**config.mk**
```make
export PLATFORM = sky130hd
export DESIGN_NAME = updn_mod_counter
export DESIGN_NICKNAME = d
export VERILOG_FILES = /design/src/rtl/updn_counter_pkg.sv /design/src/rtl/updn_next_calc.sv /design/src/rtl/updn_mod_counter.sv
export SDC_FILE = /design/constraint.sdc
export NUM_CORES = 1
export LEC_CHECK = 0
export ABC_AREA = 0
export BUFFER_PORTS_ARGS = -buffer_cell sky130_fd_sc_hd__buf_2
export CAP_MARGIN = 10
export CORE_UTILIZATION = 25
export CTS_BUF_LIST = sky130_fd_sc_hd__clkbuf_16
export CTS_CLUSTER_DIAMETER = 60
export DETAILED_ROUTE_END_ITERATION = 12
export GPL_ROUTABILITY_DRIVEN = 1
export MAX_ROUTING_LAYER = met4
export SLEW_MARGIN = 20
export SYNTH_ARGS = -nofsm -noshare
export SYNTH_HDL_FRONTEND = slang
export SYNTH_SLANG_ARGS = --single-unit
```
**constraint.sdc**
```tcl
create_clock -name CLK -period 1.34 [get_ports CLK]
set_input_delay 0.067 -clock CLK [delete_from_list [all_inputs] [get_ports CLK]]
set_output_delay 0.067 -clock CLK [all_outputs]
set_load 0.005 [all_outputs]
```
**src/rtl/updn_counter_pkg.sv**
```systemverilog
// Shared constants for the up/down modulo counter: direction encodings
// and parameter legality limits.
package updn_counter_pkg;

    localparam logic DIR_UP    = 1'b1;
    localparam logic DIR_DN    = 1'b0;

    localparam int   WIDTH_MIN = 2;
    localparam int   WIDTH_MAX = 16;

endpackage

```
**src/rtl/updn_next_calc.sv**
```systemverilog
// Combinational next-count calculator for updn_mod_counter.
// Returns the count that an enabled edge would produce and whether that
// edge hits a boundary (MODULUS-1 going up, 0 going down).
// Build option: UPDN_MOD_COUNTER_SAT_EN selects saturation (hold at the
// boundary) instead of wrap-around.
module updn_next_calc
    import updn_counter_pkg::*;
#(
    parameter int WIDTH   = 4,
    parameter int MODULUS = 16
) (
    input  logic [WIDTH-1:0] count,
    input  logic             updn,
    output logic [WIDTH-1:0] nxt,
    output logic             hit
);

    // Arithmetic is one bit wider than the count so MODULUS = 2**WIDTH
    // cannot alias its top value onto zero.
    localparam logic [WIDTH:0] TOP = (WIDTH+1)'(MODULUS - 1);
    localparam logic [WIDTH:0] ONE = (WIDTH+1)'(1);

    logic [WIDTH:0] cur;
    logic [WIDTH:0] inc;
    logic [WIDTH:0] dec;
    logic [WIDTH:0] sum;
    logic           unused_msb;

    assign cur = {1'b0, count};
    assign inc = cur + ONE;
    assign dec = cur - ONE;

    // Select the next value by direction, applying the boundary policy.
    always_comb begin
        hit = 1'b0;
        sum = cur;
        if (updn == DIR_UP) begin
            hit = (cur == TOP);
`ifdef UPDN_MOD_COUNTER_SAT_EN
            sum = hit ? cur : inc;
`else
            sum = hit ? '0 : inc;
`endif
        end else begin
            hit = (cur == '0);
`ifdef UPDN_MOD_COUNTER_SAT_EN
            sum = hit ? cur : dec;
`else
            sum = hit ? TOP : dec;
`endif
        end
    end

    // Result always lies in 0..MODULUS-1, so the extension bit is zero.
    assign nxt        = sum[WIDTH-1:0];
    assign unused_msb = sum[WIDTH];

endmodule

```
**src/rtl/updn_mod_counter.sv**
```systemverilog
// Up/down modulo-MODULUS counter with synchronous clamped load and a
// registered terminal-count pulse.
// Priority each edge: LOAD, then EN, then hold.
// Build option: UPDN_MOD_COUNTER_SAT_EN -- saturate at the boundaries
// (TC flags each blocked count) instead of wrapping (TC flags each wrap).
module updn_mod_counter
    import updn_counter_pkg::*;
#(
    parameter int WIDTH   = 4,
    parameter int MODULUS = 16
) (
    input  logic             CLK,
    input  logic             RESET_N,
    input  logic             EN,
    input  logic             UPDN,
    input  logic             LOAD,
    input  logic [WIDTH-1:0] LOAD_VAL,
    output logic [WIDTH-1:0] COUNT,
    output logic             TC
);

    // Reject illegal configurations while elaborating.
    if (WIDTH < WIDTH_MIN || WIDTH > WIDTH_MAX) begin : g_bad_width
        $error("updn_mod_counter: WIDTH %0d outside %0d..%0d", WIDTH, WIDTH_MIN, WIDTH_MAX);
    end
    if (MODULUS < 2 || MODULUS > (1 << WIDTH)) begin : g_bad_modulus
        $error("updn_mod_counter: MODULUS %0d outside 2..2**WIDTH", MODULUS);
    end

    localparam logic [WIDTH:0]   MOD_X = (WIDTH+1)'(MODULUS);
    localparam logic [WIDTH-1:0] TOP_W = WIDTH'(MODULUS - 1);

    logic [WIDTH-1:0] nxt;
    logic             hit;
    logic [WIDTH-1:0] load_clamped;

    updn_next_calc #(
        .WIDTH   (WIDTH),
        .MODULUS (MODULUS)
    ) u_next (
        .count (COUNT),
        .updn  (UPDN),
        .nxt   (nxt),
        .hit   (hit)
    );

    // Out-of-range load values clamp to the top of the count range.
    always_comb begin
        load_clamped = LOAD_VAL;
        if ({1'b0, LOAD_VAL} >= MOD_X)
            load_clamped = TOP_W;
    end

    // Count and TC registers; loads and holds never raise TC.
    always_ff @(posedge CLK or negedge RESET_N) begin
        if (!RESET_N) begin
            COUNT <= '0;
            TC    <= 1'b0;
        end else if (LOAD) begin
            COUNT <= load_clamped;
            TC    <= 1'b0;
        end else if (EN) begin
            COUNT <= nxt;
            TC    <= hit;
        end else begin
            TC    <= 1'b0;
        end
    end

endmodule

```
# Yosys cells after proc, flatten, opt, wreduce, memory -nomap -nowiden
# Cells that the tools add are included.
# totals
reg_bits	5
elab_cells	15
# classes
addsub	2
n_eq_ne	1
muxes	8
reduce_logical	2
# op_table
operator	n
$mux 4	5
$logic_not 5->1	1
$add 4x1->4 const B	1
$eq 4x4->1 const B	1
$sub 4x1->4 const B	1
$mux 1	3
$reduce_bool 2->1	1

# Logic depth before layout (Yosys ltp)
# Gate-level depths: netlist (run 1).
# logic_depth
depth_word	5
ltp_mapped	6
ltp_nobuf	6

# By module
# From an unflattened synthesis (run 1), not the netlist that was laid out.
# hier_totals
hier_cells	43
hier_area_um2	372.9
# by_module_without_submodules
mod	n_inst	cells_each	area_each_um2
updn_mod_counter	1	21	224.0
updn_next_calc	1	22	148.9

# Worst setup path after synthesis (run 1)
# No wires, ideal clock.
# synth_path
path_kind	flip-flop to flip-flop
from	register COUNT[0]
to	register COUNT[3]
setup_time_ns	0.064
arrival_time_ns	1.429
required_ns	1.276
setup_slack_ns	-0.154
stages_incl_launch_ff	7
n_path_buf	0
path_cell_list	dfrtp_1 > inv_1 > ha_1 > or4b_4 > nor2b_4 > o21ai_0 > a211o_1
# synth_between
elab_chain_cells	5
# synth_lines
item	line_no	source
from (decl)	updn_mod_counter.sv:18	output logic [WIDTH-1:0] COUNT,
from (signal assigned)	updn_mod_counter.sv:60	COUNT <= load_clamped;
from (signal assigned)	updn_mod_counter.sv:63	COUNT <= nxt;
$sub 4x1->4, or another cell as far along	updn_next_calc.sv:31	assign dec = cur - ONE;
$mux 4 (on tied branches)	updn_next_calc.sv:49, updn_next_calc.sv:42	
$mux 4 *	updn_next_calc.sv:37	if (updn == DIR_UP) begin
$mux 4 *	updn_mod_counter.sv:62	end else if (EN) begin
$mux 4 *	updn_mod_counter.sv:59	end else if (LOAD) begin
# Mark *: on every way between the ends. The rest lies on a longest branch, timed or not. The select of a mux whose other input is x is not followed.
# A chain may end at the register's enable or synchronous reset.

# Final worst setup path (run 1)
# Same ends and word-level chain as after synthesis.

==> results of run 1 <==
-- registers in the layout, summed over array words and instances (netlist names) --
signal / flops
COUNT: 4
TC: 1
-- cell usage after synthesis --
library cell and count:
ha_1 2, clkinv_1 1, nor2b_4 1, nor3_1 1
buf_6 1, o21ai_0 3, a21oi_1 3, xnor2_1 3
mux2i_1 1, inv_1 2, nand4_1 1, o21ai_1 1
or4_1 1, nand2b_1 1, nor2_1 1, mux2_2 3
a211o_1 1, nand2_1 5, or4b_4 1, nor3b_1 1
dfrtp_1 5, a31oi_1 1
-- kinds of logic after synthesis --
group           after synthesis
simple gates                 13
compound gates                9
flops                         5
buf+inv                       4
mux                           4
xor+xnor                      3
fa+ha+maj                     2
-- metrics by stage --
step	instances	hold WS [ns]	setup WS [ns]	power (mW)
final	80	0.0576	-0.139	0.913
after global routing	80	0.0832	-0.188	0.969
after CTS	80	0.0596	-0.148	0.925
after detailed placement	74	-0.112	-0.142	0.423
after global placement	74	-0.111	-0.129	0.418
after floorplan	40	-0.229	-0.114	0.319
-- power by group --
part | switching [mW] | internal, mW
Sequential | 0.0210 | 0.172
Combinational | 0.100 | 0.135
Clock | 0.0977 | 0.386
-- metal layers --
metal / up-vias / part of all wire, % / track usage, %
met5: - / 0 / -
met4: 0 / 2.2 / 10.0
met3: 4 / 6.9 / 9.78
met2: 12 / 46 / 24.6
met1: 166 / 45 / 16.4
li1: 189 / - / -
-- area by class of cell --
class | count | area [µm²] | area share, %
clock inverter | 1 | 3.75 | 0.612
inverter | 3 | 12.5 | 2.04
tap | 15 | 18.8 | 3.06
sequential | 5 | 125 | 20.4
multi-input combinational | 31 | 243 | 39.6
clock buffer | 3 | 75.1 | 12.2
timing repair buffer | 22 | 135 | 22.0
-- how the worst min path moves through the flow --
stage | slack [ns] | to | cells after the start | from
finish | 0.06 | COUNT[1] | 3 | LOAD_VAL[1]
floorplan | -0.23 | COUNT[0] | 0 | RESET_N
detailed placement | -0.11 | COUNT[3] | 1 | RESET_N
global placement | -0.11 | COUNT[3] | 1 | RESET_N
CTS | 0.06 | COUNT[1] | 3 | LOAD_VAL[1]
global route | 0.08 | COUNT[2] | 2 | LOAD_VAL[2]
-- worst max-delay path: stages (launching register included) --
cell and delay, ns:
dfrtp_1 0.39, inv_2 0.09, ha_4 0.13, or4b_4 0.47
nor2b_4 0.14, o21ai_1 0.07, a211o_1 0.13
-- layout by cell type, fill, tap and decap left out, types with 2 or more instances in the layout --
master     Yosys  final
o21ai_1        1      2
o21ai_0        3      2
dfrtp_1        5      5
mux2_2         3      3
buf_2          0     13
inv_1          2      2
clkbuf_16      0      3
xnor2_1        3      3
buf_4          0      8
nand2_1        5      4
a21oi_1        3      3
-- repair_timing --
item                       4_1_cts  5_1_grt
setup endpoints to repair        3        4
pin swaps                        2        1
resized for setup                1        0
hold buffers                     1        0
setup buffers                    1        0
hold endpoints to repair         5        0
==> impl_metrics.yaml, run 1 <==
placed_design:
  place.gp.congestion: 0.745
  place_area_um2: 514
  portBuffers: 13
  post-dp-hpwl_um: 709
sta:
  hold_viol: 0
  fin_crit_sh_pct: 110
  max_slew_margin_pct: 86.1
  finalSetupViolCount: 3
  fmax_mhz: 676
  fin_setup_tns_ns: -0.306
  layout_min_cycle_time_ns: 1.48
  fin_skew_ns: 0.000868
  fin_ws_ns: -0.139
  rsz0062_at_grt: "yes"
  worst_pin_slew_ns: 0.206
  drv_slew: 0
setup_path:
  r2r_slack_ns: -0.14
  end_kind: "flop"
  reg2reg_to: "COUNT[3]"
  timing.rr.start: "COUNT[0]"
  cp_max_fo: 3
  cp-start-kind: "flop"
  crit_required_ns: 1.51
  endpoint: "COUNT[3]"
  cp.arrival_ns: 1.65
  worst-setup-path-type: "flop to flop"
  startpoint: "COUNT[0]"
  r2r_cells: 6
synth:
  syn_inst: 40
  syn_area_per_cell_um2: 9.38
  synth-simple-area-share_pct: 22.0
  yosys.area.top_type_share_pct: 33.3
  ys_warn_count: 0
  synth_xor_area_share_pct: 7.00
  ys_ff_latch: 5
  muxShareOfSynthArea_pct: 11.7
  ys_seq_area_share_pct: 33.3
  yosysTopAreaCell: "dfrtp_1"
  synth_top_family_by_area: "simple AND/OR/NAND/NOR gates"
  synth_area_leaders: "dfrtp_1, mux2_2, xnor2_1"
  yosys.cell_types.count: 22
  synth_compound_area_share_pct: 13.3
  synth_fa_ha_area_share_pct: 6.67
  syn_area_um2: 375
  syn_nets: 51
route:
  wl_per_cell_um: 11.9
  routed_wl_um: 953
  first_pass_iters: 4
  drtIter0Drc: 4
  viasPerCell: 4.64
  antenna_left: 0
  vias: 371
  drc: 0
global_routing:
  grt_pass1_wl_um: 1520
  grt_remaining_overflow: 0
  grt.total_usage_pct: 16.5
  grt_max_degree: 9
  antenna_found_initial: 0
  first_global_vias: 366
power:
  p_leak_nw: 0.304
  vdd_drop_max_v: 0.000824
  power.density_mw_per_mm2: 1490
die:
  fp-row-count: 13
  die_w_um: 40.8
  ios: 14
  start_util_pct: 27.8
  die_h_um: 40.8
  die_area_mm2: 0.00166
  core-area_mm2: 0.00135
cts:
  cts_max_path_buffers: 2
  clock_latency_ns: 0.23
  cts_tree: "done"
  numCtsBuffers: 3
  root_buffer: "clkbuf_16"
  cts.sinks: 5
  path_clk_slew_ns: 0.03
  htreeDepth: 1
run_status:
  violations: "setup timing"
  status: "finished, violations left"
final_layout:
  drive_gt1_share_pct: 50.8
  fillers: 134
  syn_to_final_growth_pct: 63.3
  diodes: 0
  final_core_util_pct: 45.4
  postLayoutCellArea_um2: 613
  final_net_count: 77
flow_run:
  maxCapViolCount: 0
hold_path:
  hp-class: "input pin to flop"
Power figures use the tool's default switching activity.
==> run 2: changes to the inputs <==
==> constraint.sdc (replaced) <==
create_clock -name CLK -period 1.44 [get_ports CLK]
set_input_delay 0.072 -clock CLK [delete_from_list [all_inputs] [get_ports CLK]]
set_output_delay 0.072 -clock CLK [all_outputs]
set_load 0.005 [all_outputs]
==> run 2 against run 1 <==
Effect of this change:
- the flow still finishes with violations (setup timing)
- non-clock buffer count unchanged
- final cell count is the same
- clock skew is essentially flat
- power shrank 8.6%
- sequential share of layout area did not move
- worst setup slack better by 0.070 ns
- wire length shrank 6.4%
- via count is 0.27% higher
- sequential power fell by 6%
- cell area is the same
==> impl_metrics.yaml, run 2 (synthesis gave the netlist of run 1 again) <==
final_layout:
  largest-register: "COUNT"
  drive_gt1_share_pct: 50.8
  syn_to_final_growth_pct: 63.3
  diodes: 0
  largest_reg_flops: 4
  final_cell_mix: "buf_2, buf_4, dfrtp_1"
  postLayoutCellArea_um2: 613
  final_core_util_pct: 45.4
  top_regs: "COUNT (4), TC (1)"
  final_net_count: 77
  final_common_cell: "buf_2"
power:
  power_switching_uw: 193
  p_leak_nw: 0.304
  p_clk_share_pct: 52.6
  power.density_mw_per_mm2: 1360
  p_int_uw: 642
  vdd_drop_max_v: 0.000933
  power.total_uw: 835
  seqPwrFrac_pct: 21.9
  p_sw_share_pct: 23.1
  pwr-share-comb_pct: 25.5
die:
  die_w_um: 40.8
  ios: 14
  fp-row-count: 13
  core-area_mm2: 0.00135
  die_h_um: 40.8
  die_area_mm2: 0.00166
  start_util_pct: 27.8
cts:
  clock_latency_ns: 0.22
  cts.sinks: 5
  cts_max_path_buffers: 2
  cts_tree: "done"
  root_buffer: "clkbuf_16"
  path_clk_slew_ns: 0.03
  htreeDepth: 1
  numCtsBuffers: 3
route:
  drc: 0
  wl_per_cell_um: 11.2
  routed_wl_um: 892
  drtIter0Drc: 8
  viasPerCell: 4.65
  first_pass_iters: 2
  vias: 372
  antenna_left: 0
flow_run:
  maxCapViolCount: 0
global_routing:
  grt_pass1_wl_um: 1370
  grt.total_usage_pct: 13.2
  antenna_found_initial: 0
  grt_max_degree: 10
  first_global_vias: 327
  grt_remaining_overflow: 0
sta:
  hold_viol: 0
  drv_slew: 0
  layout_min_cycle_time_ns: 1.51
  max_slew_margin_pct: 86.3
  worst_pin_slew_ns: 0.205
  rsz0062_at_grt: "yes"
  fin_skew_ns: 0.000489
  fmax_mhz: 663
  fin_ws_ns: -0.0684
  finalSetupViolCount: 2
  whs_ns: 0.0681
  fin_crit_sh_pct: 105
setup_path:
  critPathSlowestCell: "or4b_4"
  worst-setup-path-type: "flop to flop"
  r2r_slack_ns: -0.07
  r2r_cells: 6
  path_delay_family: "simple AND/OR/NAND/NOR gates"
  slowest_delay_ns: 0.48
  cp_max_fo: 4
  crit_cells: 6
  reg2reg_to: "COUNT[3]"
  cp-start-kind: "flop"
  end_kind: "flop"
  crit_required_ns: 1.60
  cp.arrival_ns: 1.67
  timing.rr.start: "COUNT[0]"
  critPathBufInv: 1
  crit_chain: "inv_2 -> ha_4 -> or4b_4 -> nor2b_4 -> o21ai_1 -> a211o_1"
hold_path:
  holdCritStartpoint: "LOAD_VAL[1]"
  holdPathStages: 3
  whs_endpoint: "COUNT[1]"
  hp-class: "input pin to flop"
placed_design:
  portBuffers: 13
  place_area_um2: 499
  post-dp-hpwl_um: 692
  place.gp.congestion: 0.705
run_status:
  status: "finished, violations left"
  violations: "setup timing"
run 2: cell counts in the layout (fill, tap and decap cells not counted):
No cell type changed its count.
run 2: through the flow:
stage          setup slack (ns)  cells  setup TNS, ns
6_report                -0.0684     80         -0.108
5_1_grt                  -0.154     80         -0.345
4_1_cts                 -0.0717     79         -0.122
3_5_place_dp            -0.0868     72         -0.137
3_3_place_gp            -0.0912     72         -0.150
2_1_floorplan           -0.0140     40        -0.0140
run 2: routing by layer:
layer / GRT usage, % / wire, µm / vias to the layer above
met5: - / 0 / -
met4: 2.50 / 0 / 0
met3: 6.52 / 68 / 0
met2: 20.2 / 410 / 13
met1: 15.7 / 412 / 165
li1: - / - / 194
run 2: cell type report:
cell class                 count  area, µm²
clock buffer                   3       75.1
clock inverter                 1       3.75
fill                         135        737
inverter                       3       12.5
multi-input combinational     31        243
sequential                     5        125
tap                           15       18.8
timing repair buffer          22        135
run 2: worst max-delay path by stage:
stage,slack (ns),to,from
after floorplan,-0.01,COUNT[3],COUNT[0]
final,-0.07,COUNT[3],COUNT[0]
after detailed placement,-0.09,COUNT[3],COUNT[0]
after global placement,-0.09,COUNT[3],COUNT[0]
after global routing,-0.15,COUNT[3],COUNT[0]
after CTS,-0.07,COUNT[3],COUNT[0]
run 2: repair_timing:
item | CTS | global route
resized for setup | 0 | 1
buffers inserted | 2 | 1
pin swaps | 0 | 3
hold buffers | 1 | 0
endpoints found under the setup margin | 2 | 3
endpoints found under the hold margin | 5 | 0
run 2: power groups by stage:
stage | combinational, mW | sequential (mW) | clock, mW
floorplan | 0.106 | 0.190 | 0
global placement | 0.197 | 0.185 | 0
detailed placement | 0.196 | 0.185 | 0
CTS | 0.209 | 0.183 | 0.449
global route | 0.239 | 0.186 | 0.468
finish | 0.213 | 0.182 | 0.439
run 2: worst min-delay path: cells and delay by family:
family,cells,cell delay (ns)
AND/OR/NAND/NOR,1,0.04
buffers and inverters,1,0.07
AO/OA/AOI/OAI,1,0.06
